==> config.mk <==
export PLATFORM = sky130hd
export DESIGN_NAME = fetch_cycle
export DESIGN_NICKNAME = d
export VERILOG_FILES = /design/src/rtl/fetch_cycle.sv
export SDC_FILE = /design/constraint.sdc
export NUM_CORES = 1
export LEC_CHECK = 0
export BUFFER_PORTS_ARGS = -buffer_cell sky130_fd_sc_hd__buf_4
export CORE_MARGIN = 3
export CORE_UTILIZATION = 50
export DETAILED_ROUTE_END_ITERATION = 10
export GPL_TIMING_DRIVEN = 0
export HOLD_SLACK_MARGIN = 0.12
export PLACE_DENSITY = 0.72
export SLEW_MARGIN = 10
export SYNTH_ARGS = -nofsm -noshare
export SYNTH_HDL_FRONTEND = slang
export SYNTH_SLANG_ARGS = --single-unit
==> constraint.sdc <==
create_clock -name clk -period 15.65 [get_ports clk]
set_clock_uncertainty 0.05 [all_clocks]
set_input_delay 0 -clock clk [delete_from_list [all_inputs] [get_ports clk]]
set_output_delay 0 -clock clk [all_outputs]
set_load 0.05 [all_outputs]
==> src/rtl/fetch_cycle.sv <==
// -----------------------------------------------------------------------------
// fetch_cycle
//   Instruction-fetch stage of a 5-stage RV32 pipeline. Owns the fetch PC,
//   runs a req/ack handshake to instruction memory and drives the IF/ID
//   pipeline register (InstrD/PCD/PCPlus4D). It copes with hazard-unit
//   stall/flush, execute-stage redirects and variable-latency memory. When no
//   instruction is ready it inserts a NOP bubble.
//
// Ports
//   clk        rising-edge clock
//   rst        asynchronous, active-high reset
//   StallF     hold PCF and the IF/ID register
//   FlushD     load a bubble into the IF/ID register
//   PCSrcE     taken branch/jump resolved in execute
//   PCTargetE  redirect target (low two bits ignored)
//   IMemReq    fetch request, held with a stable address until IMemAck
//   IMemAddr   word-aligned fetch address
//   IMemAck    IMemRData valid this cycle (may coincide with the rising req)
//   IMemRData  fetched instruction
//   InstrD     registered instruction to decode
//   PCD        registered PC of InstrD
//   PCPlus4D   registered PC+4 of InstrD
//   PCF        current fetch PC (debug/trace)
// -----------------------------------------------------------------------------
module fetch_cycle #(
   parameter logic [31:0] RESET_PC  = 32'h0000_0000,
   parameter logic [31:0] NOP_INSTR = 32'h0000_0013
) (
   input  logic        clk,
   input  logic        rst,
   input  logic        StallF,
   input  logic        FlushD,
   input  logic        PCSrcE,
   input  logic [31:0] PCTargetE,
   output logic        IMemReq,
   output logic [31:0] IMemAddr,
   input  logic        IMemAck,
   input  logic [31:0] IMemRData,
   output logic [31:0] InstrD,
   output logic [31:0] PCD,
   output logic [31:0] PCPlus4D,
   output logic [31:0] PCF
);

   typedef enum logic [1:0] {
      ST_BOOT  = 2'd0,
      ST_REQ   = 2'd1,
      ST_HOLD  = 2'd2,
      ST_DRAIN = 2'd3
   } state_t;

   state_t      state_q, state_d;
   logic [31:0] pcf_q, pcf_d;
   logic [31:0] buf_q, buf_d;
   logic [31:0] redir_q, redir_d;
   logic [31:0] instr_q, instr_d;
   logic [31:0] pcd_q, pcd_d;
   logic [31:0] pcplus4_q, pcplus4_d;

   logic [31:0] target;
   logic [31:0] pc_plus4;
   logic        fetch_ok;
   logic [31:0] fetch_data;

   assign target   = {PCTargetE[31:2], 2'b00};
   assign pc_plus4 = pcf_q + 32'd4;

   // State register
   always_ff @(posedge clk or posedge rst) begin
      if (rst) begin
         state_q   <= ST_BOOT;
         pcf_q     <= RESET_PC;
         buf_q     <= '0;
         redir_q   <= '0;
         instr_q   <= NOP_INSTR;
         pcd_q     <= '0;
         pcplus4_q <= '0;
      end else begin
         state_q   <= state_d;
         pcf_q     <= pcf_d;
         buf_q     <= buf_d;
         redir_q   <= redir_d;
         instr_q   <= instr_d;
         pcd_q     <= pcd_d;
         pcplus4_q <= pcplus4_d;
      end
   end

   // Next-state logic
   always_comb begin
      state_d    = state_q;
      pcf_d      = pcf_q;
      buf_d      = buf_q;
      redir_d    = redir_q;
      fetch_ok   = 1'b0;
      fetch_data = IMemRData;

      case (state_q)
         ST_BOOT: begin
            state_d = ST_REQ;
            if (PCSrcE) pcf_d = target;
         end
         ST_REQ: begin
            if (IMemAck) begin
               if (PCSrcE) begin
                  pcf_d = target;            // wrong-path data, dropped
               end else if (!StallF) begin
                  fetch_ok = 1'b1;
                  pcf_d    = pc_plus4;
               end else begin
                  buf_d   = IMemRData;       // park it until the stall lifts
                  state_d = ST_HOLD;
               end
            end else if (PCSrcE) begin
               // The request cannot be withdrawn; remember where to go once
               // its (now stale) response arrives.
               redir_d = target;
               state_d = ST_DRAIN;
            end
         end
         ST_HOLD: begin
            if (PCSrcE) begin
               pcf_d   = target;
               state_d = ST_REQ;
            end else if (!StallF) begin
               fetch_ok   = 1'b1;
               fetch_data = buf_q;
               pcf_d      = pc_plus4;
               state_d    = ST_REQ;
            end
         end
         default: begin // ST_DRAIN
            if (PCSrcE) redir_d = target;    // latest redirect wins
            if (IMemAck) begin
               pcf_d   = PCSrcE ? target : redir_q;
               state_d = ST_REQ;
            end
         end
      endcase

      // IF/ID register: flush beats stall beats normal update.
      if (FlushD) begin
         instr_d   = NOP_INSTR;
         pcd_d     = '0;
         pcplus4_d = '0;
      end else if (StallF) begin
         instr_d   = instr_q;
         pcd_d     = pcd_q;
         pcplus4_d = pcplus4_q;
      end else if (fetch_ok) begin
         instr_d   = fetch_data;
         pcd_d     = pcf_q;
         pcplus4_d = pc_plus4;
      end else begin
         instr_d   = NOP_INSTR;
         pcd_d     = '0;
         pcplus4_d = '0;
      end
   end

   // Outputs. PCF only moves on an ack or outside a request, so it doubles as
   // the stable address of any outstanding request (including in DRAIN).
   always_comb begin
      IMemReq  = (state_q == ST_REQ) || (state_q == ST_DRAIN);
      IMemAddr = pcf_q;
      InstrD   = instr_q;
      PCD      = pcd_q;
      PCPlus4D = pcplus4_q;
      PCF      = pcf_q;
   end

endmodule
# Word level (Yosys, flattened, before mapping)
# Cells that the tools add are included.
word_totals:
  register_bits: 194
  latchBits: 0
  ram_bits: 0
  mem_bits_ro: 0
  inputBits: 70
  output_inout_bits: 161
  elab_cells: 62
  memories: 0
op_classes:
  add_sub_neg: 1
  n_mul: 0
  div: 0
  order_cmp: 0
  n_eq_ne: 11
  n_shift: 0
  n_mux: 32
  n_bitwise: 2
  n_reduce_logical: 9
op_table:
  columns: ["op", "count"]
  rows:
  - ["2-to-1 mux 32 bit", 18]
  - ["one-hot mux 32 bit (3 select lines)", 1]
  - ["one-hot mux 32 bit (2 select lines)", 1]
  - ["adder 32 x 3 -> 32 bit, second input constant", 1]
  - ["2-to-1 mux 2 bit", 7]
  - ["inequality test 3 bit, second input constant", 4]
  - ["inequality test 2 bit, second input constant", 3]
  - ["one-hot mux 2 bit (3 select lines)", 1]
  - ["AND reduction 5 bit", 1]
  - ["== test 2 bit, second input constant", 2]
  - ["AND reduction 4 bit", 1]
  - ["nonzero test 4 bit", 1]
  - ["2-to-1 mux 1 bit", 3]
  - ["AND reduction 3 bit", 1]
  - ["nonzero test 3 bit", 1]
  - ["== test 2 x 1 -> 1 bit, second input constant", 1]
  - ["zero test 2 bit", 1]
  - ["inequality test 2 x 1 -> 1 bit, second input constant", 1]
  - ["inverter 1 bit", 2]
  - ["one-hot mux 1 bit (2 select lines)", 1]
  - ["AND reduction 2 bit", 1]
  - ["OR reduction 2 bit", 1]
  - ["logical OR 1 bit", 1]

# Logic depth before layout (Yosys ltp)
# Gate-level depths: netlist of the first run.
logic_depth:
  ltp_word: 7
  depth_mapped: 9
  depth_no_buf: 7

# Worst setup path after synthesis of the first run
# No wires, ideal clock.
synth_path:
  path_type: "register -> register"
  startpoint: "register pcf_q[8], in the netlist IMemAddr[8]"
  endpoint: "register pcplus4_q[31], in the netlist PCPlus4D[31]"
  setup_ns: 0.134
  arrival_ns: 2.126
  required_ns: 15.466
  path_slack_ns: 13.340
  path_stages_with_launch: 7
  path_buffers: 1
  synth_period_minus_slack_ns: 2.310
  cell_sequence: "dfrtp_1 > buf_2 > nand4_1 > nor4_1 > a21boi_0 > and2b_2 > o21ai_0"
synth_between:
  elab_chain_cells: 4
synth_rtl:
  columns: ["element", "line_no", "text"]
  rows:
  - ["from (decl)", "53", "logic [31:0] pcf_q, pcf_d;"]
  - ["from (signal assigned)", "80", "pcf_q <= pcf_d;"]
  - ["adder 32 x 3 -> 32 bit", "66", "assign pc_plus4 = pcf_q + 32'd4;"]
  - ["2-to-1 mux 32 bit", "150", "end else if (fetch_ok) begin"]
  - ["2-to-1 mux 32 bit", "146", "end else if (StallF) begin"]
  - ["2-to-1 mux 32 bit", "142", "if (FlushD) begin"]
  - ["to (signal assigned)", "85", "pcplus4_q <= pcplus4_d;"]
  - ["to (decl)", "58", "logic [31:0] pcplus4_q, pcplus4_d;"]
# Every way passes these cells. The select of a mux whose other input is x is not followed.
# A chain may end at the register's enable or synchronous reset.

# Worst setup path in the final report of the first run
layout_path:
  startpoint: "register state_q[1]"
  endpoint: "register pcd_q[12], in the netlist PCD[12]"
layout_between:
  elab_chain_cells: 5
  word_cells_on_any_way: 6
  cone_classes: "eq/ne: 2; mux: 4"
layout_rtl:
  columns: ["element", "line_no", "text"]
  rows:
  - ["from (decl)", "52", "state_t state_q, state_d;"]
  - ["from (signal assigned)", "79", "state_q <= state_d;"]
  - ["== test 2 bit / == test 2 x 1 -> 1 bit (equally long branches)", "98", "case (state_q)"]
  - ["one-hot mux 1 bit (2 select lines) *", "98", null]
  - ["2-to-1 mux 32 bit *", "150", null]
  - ["2-to-1 mux 32 bit *", "146", null]
  - ["2-to-1 mux 32 bit *", "142", null]
  - ["to (signal assigned)", "84", "pcd_q <= pcd_d;"]
  - ["to (decl)", "57", "logic [31:0] pcd_q, pcd_d;"]
# Mark *: on every way between the ends. The rest lies on a longest branch, timed or not. The select of a mux whose other input is x is not followed.

==> impl_metrics.ini, run 1 <==
[route]
first_pass_iters = 5
route.vias.total = 8532
ant_nets = 0
routedWlPerCell_um = 20.7
viasPerCell = 5.82
wl_um = 30300
drtIter0Drc = 805
drc_errors = 0

[yosys]
ys_types = 62
synth_nets = 985
syn-cell-area_um2 = 9510
ys_seq_area_share_pct = 50.5
synth-xor-area-share_pct = 2.30
synth_top_area_cell = dfrtp_1
synth_top_area_share_pct = 49.7
ys_warn_count = 0
synth-edff-count = 0
synth_fa_ha_area_share_pct = 0.658
syn_inst = 910
synthSimpleGateAreaFrac_pct = 11.1
ys_top_cells_by_area = dfrtp_1 50%, mux2_2 6.5%, mux2i_1 6.0%
synth_top_family_by_area = compound AO/OA/AOI/OAI gates
synthMuxAreaShare_pct = 12.6
synthTopCellsByCount = 189 x dfrtp_1, 116 x nand2_1, 83 x o21ai_0, 57 x mux2i_1, 55 x mux2_2
synth_compound_area_share_pct = 16.5
postSynthAreaPerCell_um2 = 10.5
ys.flop_type = dfrtp_1
async_flop_share_pct = 100
synth_most_common_cell = dfrtp_1
synth_seq_cells = 192

[setup_path]
endpoint_kind = flop
worstSetupPathType = reg2reg
crit_required_ps = 15970
crit_chain = inv_1, ha_1, nand2b_1, buf_2, nor4_2, clkbuf_1, a22o_1
start_kind = flop
cp_num_buf_inv = 3
critical-path-slowest-cell = nor4_2
crit_arrival_ps = 3310
crit_family = simple AND/OR/NAND/NOR gates
critPathMaxStageDelay_ps = 930
cp_max_fo = 10

[sta]
hold_viol_final = 0
fmax_ghz = 0.333
whs_ps = 172
finalSetupViolCount = 0
min_period_ps = 3000
tns_ps = 0
slew_headroom_pct = 21.4
tightestPinTransition_ps = 1170
drv_slew = 0
period_share_pct = 19.2
rsz0062_at_grt = false

[cts]
clockBufferDepth = 2
clk_pin_slew_ps = 70
cts_root_buf = clkbuf_16
htree_levels = 4
numCtsBuffers = 17
cts_resized = 0
clkSinkCount = 192
cts_tree = yes
clk_latency_ps = 430

[run]
drv_cap = 0

[die]
core_um2 = 18300
die-area_um2 = 20700
die_y_um = 144
rows = 49
die_w_um = 144
start_util_pct = 51.9
io-pin-count = 231

[placement]
place_area_um2 = 11500
io_buffers = 227
hpwlAfterDp_um = 21500
gp_congestion = 0.936

[global_routing]
grt_pass1_vias = 8414
overflow = 0
grt_pass1_wl_um = 46500
grt_max_degree = 108
grt_usage_pct = 29.1
antenna_found_initial = 0

[power_and_ir_drop]
p_per_area_nw_per_um2 = 190
vdd_drop_max_uv = 156
leakagePower_nw = 6.09

[cells_and_area]
drive_above_1_share_pct = 31.6
diodes = 0
final_util_pct = 69.7
final_nets = 1298
syn_to_final_growth_pct = 34.2
design_area_um2 = 12800

[status]
status = completed

[min_path]
hold_path_class = in2reg
## through the flow
stage               total power, mW  instances  setup slack, ps
CTS                            2.40       1465            12720
floorplan                      1.60        910            10380
detailed placement             1.97       1367            12740
global placement               1.94       1366             8180
finish                         2.42       1465            12650
global route                   2.54       1465            12460
## power by group
part / leakage (nW) / internal, mW / switching, mW
Clock: 0.260 / 0.223 / 0.201
Sequential: 2.48 / 0.632 / 0.120
Combinational: 3.35 / 0.449 / 0.798
Total: 6.09 / 1.30 / 1.12
## final timing paths
path / startpoint / to / slack (ps) / cells after the start
max: state_q[1] / PCD[12] / 12650 / 7
min: PCSrcE / IMemAddr[19] / 170 / 4
max reg2reg: state_q[1] / PCD[12] / 12650 / 7
min reg2reg: PCD[26] / PCD[26] / 430 / 1
max in group asynchronous: rst / IMemAddr[16] / 14430 / 4
min in group asynchronous: rst / buf_q[4] / 220 / 3
## layout by cell type (no fill, tap or decap), types with 20 or more instances in the layout
cell | synthesis | layout
buf_4 | 34 | 261
dfrtp_1 | 189 | 189
nand2_1 | 116 | 116
o21ai_0 | 83 | 83
dlygate4sd3_1 | 0 | 66
mux2i_1 | 57 | 57
mux2_2 | 55 | 55
clkbuf_1 | 39 | 41
a21oi_1 | 40 | 40
a22o_1 | 35 | 35
nor2_1 | 27 | 27
nand3_1 | 20 | 20
buf_2 | 20 | 20
## tightest hold or removal path, stage by stage
cell and delay (ps):
buf_4 110, nor2b_1 80, a31o_2 200, a22o_1 220
## sequential cells by signal (all words and copies together) (netlist names)
register and flops:
redir_q 32, PCD 32, PCPlus4D 30, state_q 2, InstrD 32, buf_q 32
IMemAddr 32
## logic make-up (layout without fill, tap and decap cells)
logic type	Yosys count	after routing
compound gates	235	235
simple gates	222	222
flops	192	192
buf+inv	118	444
mux	113	113
xor+xnor	25	25
fa+ha+maj	5	5
## cell type report
class                      count  area [um^2]
fill                        1383         5560
sequential                   192         4810
multi-input combinational    600         4110
timing repair buffer         294         2390
buffer                       106          553
clock buffer                  19          433
tap                          229          287
clock inverter                13          130
inverter                      12         52.6
## per-layer routing
layer,global-route usage [%],routed length [um],vias up
li1,-,-,3884
met1,40.9,13000,4153
met2,44.8,14000,434
met3,6.59,2590,61
met4,9.91,779,0
met5,0,0,-
## repair_timing
action	CTS	global route
endpoints found under the hold margin	235	0
hold buffers	66	0
setup buffers	0	0
setup endpoints to repair	0	0
Note: power is estimated with default switching activity, not from simulation.
==> inputs of run 2 (changes only) <==
==> constraint.sdc (replaced) <==
create_clock -name clk -period 2.8 [get_ports clk]
set_clock_uncertainty 0.05 [all_clocks]
set_input_delay 0 -clock clk [delete_from_list [all_inputs] [get_ports clk]]
set_output_delay 0 -clock clk [all_outputs]
set_load 0.05 [all_outputs]
==> run 2 against run 1 <==
Net effect:
- routed wire length fell by 0.81%
- final area rose by 1.5%
- fmax up 14%
- largest power group unchanged
- highest routed layer unchanged
==> impl_metrics.ini, run 2 (synthesis gave the netlist of run 1 again) <==
[route]
drtIter0Drc = 742
viasPerCell = 5.86
routedWlPerCell_um = 20.5
ant_nets = 0
route.vias.total = 8607
first_pass_iters = 6
drc_errors = 0
wl_um = 30100

[setup_path]
critical-path-slowest-cell = or4_1
crit_chain = inv_1, ha_2, nand2b_1, buf_2, or4_1, clkbuf_1, clkbuf_2, nor3_1, a221o_1
crit_arrival_ps = 2950
cp_max_fo = 10
critPathMaxStageDelay_ps = 490
endpoint_kind = flop
worstSetupPathType = reg2reg
crit_required_ps = 3110
start_kind = flop

[cells_and_area]
design_area_um2 = 13000
final_common_cell = buf_4
diodes = 0
layout_common_cells = 261 x buf_4, 188 x dfrtp_1, 116 x nand2_1
final_nets = 1302
final_util_pct = 70.7
syn_to_final_growth_pct = 36.2
drive_above_1_share_pct = 32.6

[die]
core_um2 = 18300
die-area_um2 = 20700
die_y_um = 144
start_util_pct = 51.9
io-pin-count = 231
die_w_um = 144
rows = 49

[global_routing]
overflow = 0
grt_pass1_vias = 8217
grt_pass1_wl_um = 46200
antenna_found_initial = 0
grt_usage_pct = 28.9
grt_max_degree = 38

[sta]
rsz0062_at_grt = false
tightestPinTransition_ps = 1060
whs_ps = 133
drv_slew = 0
slew_headroom_pct = 29.4
finalSetupViolCount = 0
min_period_ps = 2640
period_share_pct = 94.2
fmax_ghz = 0.379
hold_viol_final = 0
tns_ps = 0

[power_and_ir_drop]
vdd_drop_max_uv = 876
p_per_area_nw_per_um2 = 1070
leakagePower_nw = 6.19

[cts]
cts_tree = yes
numCtsBuffers = 17
cts_setup_buffers = 0
cts_root_buf = clkbuf_16
clkSinkCount = 192
htree_levels = 4
clk_pin_slew_ps = 80
clk_latency_ps = 440
clockBufferDepth = 2

[run]
drv_cap = 0

[min_path]
hold_path_class = in2async

[status]
status = completed

[placement]
hpwlAfterDp_um = 21900
place_area_um2 = 11600
io_buffers = 227
gp_congestion = 0.891
-- run 2: cell types whose count changed in the layout (fill, tap and decap cells not counted), moves of 2 or more --
cell        previous run  this run
buf_12                 0         5
clkbuf_1              41        36
clkinvlp_4             5         1
clkbuf_2               2         5
bufinv_16              1         3
clkbuf_8               0         2
-- run 2: layout make-up --
class                      instances  area, um^2
fill                            1379        5370
sequential                       192        4810
multi-input combinational        600        4150
timing repair buffer             298        2460
buffer                           106         557
clock buffer                      19         453
tap                              229         287
clock inverter                    13         191
inverter                          12        48.8
-- run 2: worst max-delay path: cells and delay by family, from the launching register on --
| family | cells | cell delay (ps) |
|---|---|---|
| adder cells (fa/ha/maj) | 1 | 430 |
| buffers and inverters | 4 | 790 |
| AND/OR/NAND/NOR | 3 | 760 |
| AO/OA/AOI/OAI | 1 | 150 |
| flip-flops | 1 | 380 |
-- run 2: timing repair --
action / in CTS / in global routing
hold buffers: 66 / 0
gates resized for setup: 2 / 11
hold endpoints to repair: 188 / 0
setup endpoints to repair: 25 / 32
-- run 2: per-layer routing --
layer / GRT usage [%] / up-vias / share of wire (%)
li1: - / 3891 / -
met1: 41.5 / 4248 / 43
met2: 45.2 / 429 / 47
met3: 6.56 / 39 / 8.4
met4: 6.19 / 0 / 1.3
met5: 0 / - / 0
-- run 2: per-stage QoR --
stage / instances / setup slack [ps] / power (mW)
2_1_floorplan: 910 / 276 / 8.93
3_3_place_gp: 1366 / -944 / 10.9
3_5_place_dp: 1371 / -238 / 11.0
4_1_cts: 1469 / 6.07 / 13.7
5_1_grt: 1469 / 1.53 / 14.5
6_report: 1469 / 164 / 13.9
-- run 2: power by group --
group | internal [mW] | total (mW) | leakage [nW] | switching (mW)
clock network | 1.50 | 2.65 | 0.319 | 1.15
logic | 2.53 | 6.99 | 3.39 | 4.46
registers | 3.54 | 4.22 | 2.48 | 0.682
-- run 2: path summary, 6_finish.rpt --
| kind | startpoint | endpoint | slack (ps) | depth (start not counted) |
|---|---|---|---|---|
| max | state_q[0] | PCPlus4D[30] | 160 | 9 |
| min | rst | PCD[10] | 130 | 3 |
| max reg2reg | state_q[0] | PCPlus4D[30] | 160 | 9 |
| min reg2reg | PCD[26] | PCD[26] | 440 | 1 |
| max in group asynchronous | rst | IMemAddr[19] | 1230 | 7 |
| min in group clk | PCSrcE | IMemAddr[19] | 190 | 4 |
==> inputs of run 3 (changes only) <==
--- a/config.mk
+++ b/config.mk
@@ -12,6 +12,7 @@
 export GPL_TIMING_DRIVEN = 0
 export HOLD_SLACK_MARGIN = 0.12
 export PLACE_DENSITY = 0.72
+export REMOVE_ABC_BUFFERS = 1
 export SLEW_MARGIN = 10
 export SYNTH_ARGS = -nofsm -noshare
 export SYNTH_HDL_FRONTEND = slang
==> run 3 against run 2 <==
Net effect:
- final area down 2.7%
- critical path depth is 4 lower
- sequential share of layout area rose by 1.0 points
- power shrank 4.2%
- critical endpoint is now IMemAddr[29]
- largest power group unchanged
- highest routed layer unchanged
==> impl_metrics.ini, run 3 (synthesis gave the netlist of run 1 again) <==
[die]
io-pin-count = 231
die-area_um2 = 20700
start_util_pct = 51.9
rows = 49
die_w_um = 144
die_y_um = 144
core_um2 = 18300

[sta]
slew_headroom_pct = 41.8
fmax_ghz = 0.373
rsz0062_at_grt = false
whs_ps = 156
finalSetupViolCount = 0
setup_slack_ps = 121
hold_viol_final = 0
tightestPinTransition_ps = 872
drv_slew = 0
min_period_ps = 2680
period_share_pct = 95.7
tns_ps = 0

[cts]
clkSinkCount = 192
numCtsBuffers = 17
clockBufferDepth = 2
cts_tree = yes
clk_latency_ps = 430
cts_root_buf = clkbuf_16
htree_levels = 4
clk_pin_slew_ps = 70

[route]
first_pass_iters = 5
wl_um = 28200
routedWlPerCell_um = 20.5
viasPerCell = 5.94
route.vias.total = 8162
ant_nets = 0
drtIter0Drc = 702
drc_errors = 0

[placement]
gp_congestion = 0.789
io_buffers = 228
place_ws_ps = -606
hpwlAfterDp_um = 17600

[setup_path]
crit_chain = nand3_1, nor4_4, nand4_1, o32a_1, o21ai_0
crit_arrival_ps = 2990
endpoint_kind = flop
worstSetupPathType = reg2reg
cp_max_fo = 10
critical-path-slowest-cell = nor4_4
crit_required_ps = 3110
start_kind = flop
critPathMaxStageDelay_ps = 760

[power_and_ir_drop]
vdd_drop_max_uv = 832
p_per_area_nw_per_um2 = 1050
leakagePower_nw = 5.97
power_mw = 13.3

[global_routing]
grt_busiest_layer = met2
grt_pass1_wl_um = 43600
overflow = 0
grt_pass1_vias = 8005
grt_usage_pct = 26.8
grt_max_degree = 107
use_met2_pct = 43.9
gr-usage-met1_pct = 36.4
antenna_found_initial = 0
use_met3_pct = 4.93

[cells_and_area]
drive_above_1_share_pct = 31.8
multi_input_area_um2 = 4240
final_nets = 1208
fillers = 1391
final_common_cell = buf_4
layout_common_cells = 229 x buf_4, 189 x dfrtp_1, 114 x nand2_1
syn_to_final_growth_pct = 32.5
regArea_um2 = 4810
diodes = 0
final_util_pct = 68.8

[min_path]
hold_path_class = in2async

[run]
drv_cap = 0

[status]
status = completed
run 3: worst max-delay path: cells and delay by family, from the launching register on:
family	cells	cell delay, ps
simple gates	3	1460
flops	1	590
compound gates	2	500
run 3: final cells by class:
type / count / share of cell area, %
Sequential cell: 192 / 38.1
Clock inverter: 11 / 1.04
Tap cell: 229 / 2.27
Timing Repair Buffer: 308 / 20.9
Multi-Input combinational cell: 602 / 33.6
Clock buffer: 21 / 3.57
Inverter: 12 / 0.447
run 3: repair_timing:
item	in CTS	in global routing
hold buffers	66	0
pin swaps	0	3
buffers inserted	2	1
gates resized for setup	9	7
endpoints found under the setup margin	123	61
cloned	1	1
endpoints found under the hold margin	244	0
run 3: worst paths after layout:
| kind | endpoint | startpoint | slack (ps) | depth (start not counted) |
|---|---|---|---|---|
| max in group asynchronous | redir_q[26] | rst | 1580 | 4 |
| worst max register to register | IMemAddr[29] | IMemAddr[4] | 120 | 5 |
| min in group clk | IMemAddr[31] | PCSrcE | 260 | 5 |
| worst max-delay path | IMemAddr[29] | IMemAddr[4] | 120 | 5 |
| worst min-delay path | InstrD[6] | rst | 160 | 3 |
| worst min register to register | InstrD[6] | InstrD[6] | 430 | 2 |
run 3: power by group:
group / switching [mW] / total, mW / internal, mW
logic: 4.01 / 6.38 / 2.36
clock network: 1.08 / 2.44 / 1.35
registers: 0.935 / 4.47 / 3.53
run 3: layer usage:
metal,routed length [um],vias to the layer above
li1,-,3699
met1,12300,4077
met2,13400,351
met3,1990,35
met4,461,0
met5,0,-
run 3: metrics by stage:
| step | cell area, um^2 | instances |
|---|---|---|
| finish | 12600 | 1375 |
| global route | 12600 | 1375 |
| CTS | 12500 | 1373 |
| detailed placement | 11200 | 1272 |
| global placement | 11000 | 1261 |
| floorplan | 8960 | 804 |
